===== src/rtl/display_scan.sv =====
// display_scan: time-multiplexed seven-segment driver for a signed BCD result.
// Latches q/neg/err on load. Formats the value with leading-zero blanking,
// a minus sign and an "Err" indication. Scans one digit per SCAN_DIV cycles
// and can optionally blink the whole display.
// Ports:
//   clk, rst       - system clock, asynchronous active-high reset
//   load           - capture q/neg/err on this edge
//   q              - NUM BCD nibbles, nibble 0 least significant
//   neg, err       - sign and error flags of the result
//   blink_en       - enable whole-display blinking
//   seg            - active-low segments {g,f,e,d,c,b,a}
//   an             - active-low one-hot digit enable, an[0] rightmost
//   frame          - one-cycle pulse when the scan wraps to digit 0
module display_scan #(
  parameter int DIGITS    = 8,
  parameter int NUM       = 5,
  parameter int SCAN_DIV  = 50000,
  parameter int BLINK_DIV = 16
) (
  input  logic              clk,
  input  logic              rst,
  input  logic              load,
  input  logic [4*NUM-1:0]  q,
  input  logic              neg,
  input  logic              err,
  input  logic              blink_en,
  output logic [6:0]        seg,
  output logic [DIGITS-1:0] an,
  output logic              frame
);
  localparam int IW = $clog2(DIGITS);
  localparam int HW = IW + 1;
  localparam int DW = $clog2(SCAN_DIV);
  localparam int BW = $clog2(BLINK_DIV + 1);

  localparam logic [6:0] BLANK   = 7'b1111111;
  localparam logic [6:0] MINUS   = 7'b0111111;
  localparam logic [6:0] GLYPH_E = 7'b0000110;
  localparam logic [6:0] GLYPH_R = 7'b0101111;

  function automatic logic [6:0] bcd7(input logic [3:0] d);
    case (d)
      4'd0:    bcd7 = 7'b1000000;
      4'd1:    bcd7 = 7'b1111001;
      4'd2:    bcd7 = 7'b0100100;
      4'd3:    bcd7 = 7'b0110000;
      4'd4:    bcd7 = 7'b0011001;
      4'd5:    bcd7 = 7'b0010010;
      4'd6:    bcd7 = 7'b0000010;
      4'd7:    bcd7 = 7'b1111000;
      4'd8:    bcd7 = 7'b0000000;
      4'd9:    bcd7 = 7'b0010000;
      default: bcd7 = BLANK;
    endcase
  endfunction

  logic [4*NUM-1:0] val;
  logic             neg_r, err_r;
  logic [DW-1:0]    div;
  logic [IW-1:0]    idx;
  logic [BW-1:0]    bcnt;
  logic             vis;

  logic div_tc, wrap;
  assign div_tc = (div == DW'(SCAN_DIV - 1));
  assign wrap   = div_tc && (idx == IW'(DIGITS - 1));

  // Glyph for the digit currently selected by idx, from the latched result.
  logic            bad, nz;
  logic [HW-1:0]   h;
  logic [3:0]      nib;
  logic [6:0]      glyph;

  always_comb begin
    bad = err_r;
    h   = '0;
    nib = '0;
    for (int i = 0; i < NUM; i++) begin
      if (val[4*i +: 4] > 4'd9)  bad = 1'b1;
      if (val[4*i +: 4] != 4'd0) h   = HW'(i);
      if (idx == IW'(i))         nib = val[4*i +: 4];
    end
    nz    = |val;
    glyph = BLANK;
    if (bad) begin
      if (idx == IW'(2))     glyph = GLYPH_E;
      else if (idx < IW'(2)) glyph = GLYPH_R;
    end else if ({1'b0, idx} <= h) begin
      glyph = bcd7(nib);
    end else if (neg_r && nz && ({1'b0, idx} == h + HW'(1))) begin
      // negative zero never gets a sign
      glyph = MINUS;
    end
  end

  always_ff @(posedge clk or posedge rst) begin
    if (rst) begin
      val   <= '0;
      neg_r <= 1'b0;
      err_r <= 1'b0;
      div   <= '0;
      idx   <= '0;
      bcnt  <= '0;
      vis   <= 1'b1;
      seg   <= BLANK;
      an    <= '1;
      frame <= 1'b0;
    end else begin
      if (load) begin
        val   <= q;
        neg_r <= neg;
        err_r <= err;
      end
      div <= div_tc ? '0 : div + 1'b1;
      if (div_tc) idx <= (idx == IW'(DIGITS - 1)) ? '0 : idx + 1'b1;
      frame <= wrap;
      // load restarts the blink phase so a fresh result shows at once
      if (load) begin
        bcnt <= '0;
        vis  <= 1'b1;
      end else if (wrap) begin
        if (bcnt == BW'(BLINK_DIV - 1)) begin
          bcnt <= '0;
          vis  <= ~vis;
        end else begin
          bcnt <= bcnt + 1'b1;
        end
      end
      // seg and an share one edge so digits never ghost
      seg <= glyph;
      an  <= (blink_en && !vis) ? '1 : ~(DIGITS'(1) << idx);
    end
  end
endmodule


===== config.mk =====
export PLATFORM = sky130hd
export DESIGN_NAME = display_scan
export DESIGN_NICKNAME = d
export VERILOG_FILES = /design/src/rtl/display_scan.sv
export SDC_FILE = /design/constraint.sdc
export NUM_CORES = 1
export LEC_CHECK = 0
export ABC_AREA = 1
export BUFFER_PORTS_ARGS = -buffer_cell sky130_fd_sc_hd__buf_2
export CORE_ASPECT_RATIO = 0.7
export CORE_MARGIN = 4
export CORE_UTILIZATION = 62
export DETAILED_ROUTE_END_ITERATION = 7
export HOLD_SLACK_MARGIN = 0.06
export PLACE_DENSITY = 0.91
export SLEW_MARGIN = 20
export SYNTH_ARGS = -nofsm -noshare
export SYNTH_HDL_FRONTEND = slang
export SYNTH_SLANG_ARGS = --single-unit

===== constraint.sdc =====
create_clock -name clk -period 3.9 [get_ports clk]
set_input_delay 0.585 -clock clk [delete_from_list [all_inputs] [get_ports clk]]
set_output_delay 0.585 -clock clk [all_outputs]
set_load 0.005 [all_outputs]

==> metrics <==
status complete, no violations; cts bufs inserted 9; Post-CTS Setup Bufs 0; Starting Density 0.6449; Slew @ Worst Pin 676.3 ps; synth warn 0; Die Wd 96.62 um; Top Layer Used met4; Clock Latency Late Sink 350 ps; Setup Skew 9.707 ps; Syn-to-layout area delta 14.17%; Core Box Area 5285 um^2; crit-path leading delay family flip-flops; CP required 4170 ps; Layout Nets 508; IO Port Bufs 41; RR Endpoint seg[3]; Final Max Slew Viols 0; WP buf/inv 5; CTS Hold Bufs 0; GR Overflow Total 0; clk sinks 63; critical path depth 14; Worst Setup SP idx[2]; number of fill cells 411; reg2reg start idx[2]; share of power burned in registers 0.478; DP HPWL 5472 um; final instance area 3891 um^2; Rows 22; Cell Int Power 0.001119 W; switching power 0.0003599 W; layout cells sized above 1 0.2331; dpl cell area 3676 um^2; full die area 6767 um^2; period utilisation layout 0.6153; final setup violation count 0; VDD IR max 0.2705 mV; routed len/inst 13.60 um; slowest CP cell dfrtp_1; footprint of the multi-input gates 1526 um^2; Slew Limit Headroom 0.5491; ant diodes 0; critical path type reg2reg; max cap viols 0; setup TNS 0 ps; number of library cell types mapped by synthesis 33; final WL 7397 um; power density over the cells 379.9 nW/um^2; CP dominant cell by count nand2_1; I/O pins 42; CP Data Arrival Time 2670 ps; largest stage delay on the critical path 780 ps; crit end category register; FF-to-FF path depth 14; Clk network pwr share 0.417; CP Max Fanout 12; Comb power frac 0.105; Max Fclk 416.7 MHz; Setup crit end seg[3]; Gate Count Post-Synth 421; Mapped Avg Cell Area 8.096 um^2; DR WL met2 3160 um; 1st-iter DRT viols 257; Min-Delay Path Class in2async; Worst R2R Setup Slack 1500 ps; initial antenna violation count 0; Placer Congestion 0.9580; Leakage 1.945 nW; Seq/Total Area, Yosys 0.4684; RSZ-0062 raised after global routing false; Max Root-Sink Buffers 2; switching part of the total 0.2434; Sequential Area 1597 um^2; first drt pass iteration count 5; Synth Cell Area 3408 um^2; CP cell instances inv_4, ha_1, inv_2, o21ai_0, inv_1, nand2_1, nand2_2, inv_1, ha_1, inv_1, nand2_1, nand2_1, nand2_1, a21oi_1; Reg clk slew, reported paths 70 ps; syn nets 462; via count 2,952; routed length on met3 717 um; M1 WL 3363 um; post-route antenna net violation count 0; startpoint types register; Via density 5.426; first-pass GRT wire length 12,860 um; DR DRC count 0; Die H 70.04 um; endpoints failing hold 0; H-tree depth 3; vias in the first global route 2,760; Root Buffer clkbuf_8; Yosys reg bits 63; largest net degree at the start of global routing 42; TritonCTS clock tree yes; post_cts resized 0; post-route minimum period 2400 ps; GRT Util Overall 0.2370
==> cells in the final DEF (no fill, tap or decap), types with 5 or more instances in the layout <==
master / count
buf_2: 41
clkbuf_8: 10
nand4_1: 5
dfrtp_1: 47
nand2_1: 109
nand3_1: 23
ha_1: 15
inv_2: 8
nor3_1: 5
o21ai_0: 32
dfstp_2: 16
nor2_4: 5
a21oi_1: 21
nor2_1: 27
nand2_2: 8
inv_1: 57
nor2_2: 5
xor2_1: 5
==> area by class of cell <==
class                           count  area share
Clock inverter                      4     0.01801
Inverter                           66     0.06431
Timing Repair Buffer               42     0.05466
Sequential cell                    63      0.4103
Multi-Input combinational cell    285      0.3923
Clock buffer                       12     0.03730
Tap cell                           72     0.02315
==> per-stage QoR <==
step	util	power, W	setup slack (ps)	instances	hold WS [ps]
2_1_floorplan	-	0.0008206	1772	421	432.9
3_3_place_gp	0.6955	0.0008651	1655	528	448.7
3_5_place_dp	0.6955	0.0008725	1537	528	466.8
4_1_cts	0.7363	0.001485	1504	544	326.2
5_1_grt	0.7363	0.001548	1236	544	359.0
6_report	0.7363	0.001478	1500	544	310.6
==> layer usage <==
layer  GRT usage  vias to the layer above
met5           0                        -
met4     0.08723                        0
met3     0.08383                       19
met2      0.3448                      142
met1      0.3271                     1356
li1            -                     1435
==> cell families after synthesis <==
group / Yosys count / synth area share
and+or+nand+nor: 197 / 0.2698
adders and majority gates: 15 / 0.05507
buffers and inverters: 73 / 0.08370
AOI/OAI and AO/OA: 67 / 0.1076
DFF: 63 / 0.4684
xor gates and xnor gates: 6 / 0.01542
==> state kept, by name, summed over array words and instances (netlist names), 3 cells and up <==
signal	cells
val	20
idx	3
an	8
seg	7
div	16
bcnt	5
==> worst min-delay path by stage <==
stage               endpoint  slack [ps]  cells past startpoint
floorplan             div[0]         430                      1
global placement      div[0]         450                      1
detailed placement    div[0]         470                      1
CTS                  val[19]         330                      2
global route          idx[1]         360                      2
finish               val[19]         310                      2
==> synth_stat cells <==
cell type	count	area [um^2]
a211oi_1	1	7.510
buf_2	1	5.000
nor2_4	5	56.30
o21ai_2	2	17.52
a21oi_1	21	105.1
clkbuf_1	5	18.77
nor3_1	5	25.02
xnor2_1	1	8.760
xor2_1	5	43.79
o21ai_0	32	160.2
nand3_1	23	115.1
o211ai_1	2	15.01
inv_4	1	6.260
a21oi_2	3	26.28
o21ai_1	3	15.01
nand2_1	109	409.1
nor4_1	4	25.02
ha_1	15	187.7
a31oi_1	2	12.51
nor2_2	5	31.28
nand2_8	1	20.02
o31ai_1	1	7.510
nand4_1	5	31.28
nand2_4	2	22.52
dfrtp_1	47	1176
nand2_2	8	50.05
buf_6	1	11.26
nor4_2	1	12.51
inv_1	58	217.7
dfstp_2	16	420.4
nor2_1	27	101.4
nand3_2	2	20.02
inv_2	7	26.28
==> power groups by stage <==
stage / Combinational, W / Clock, W / Sequential, W
after detailed placement: 0.000155 / 0 / 0.000718
after global placement: 0.000148 / 0 / 0.000717
after floorplan: 0.000106 / 0 / 0.000715
after global routing: 0.000181 / 0.000657 / 0.000710
final: 0.000156 / 0.000616 / 0.000707
after CTS: 0.000156 / 0.000623 / 0.000706
(Power assumes the default switching activity.)
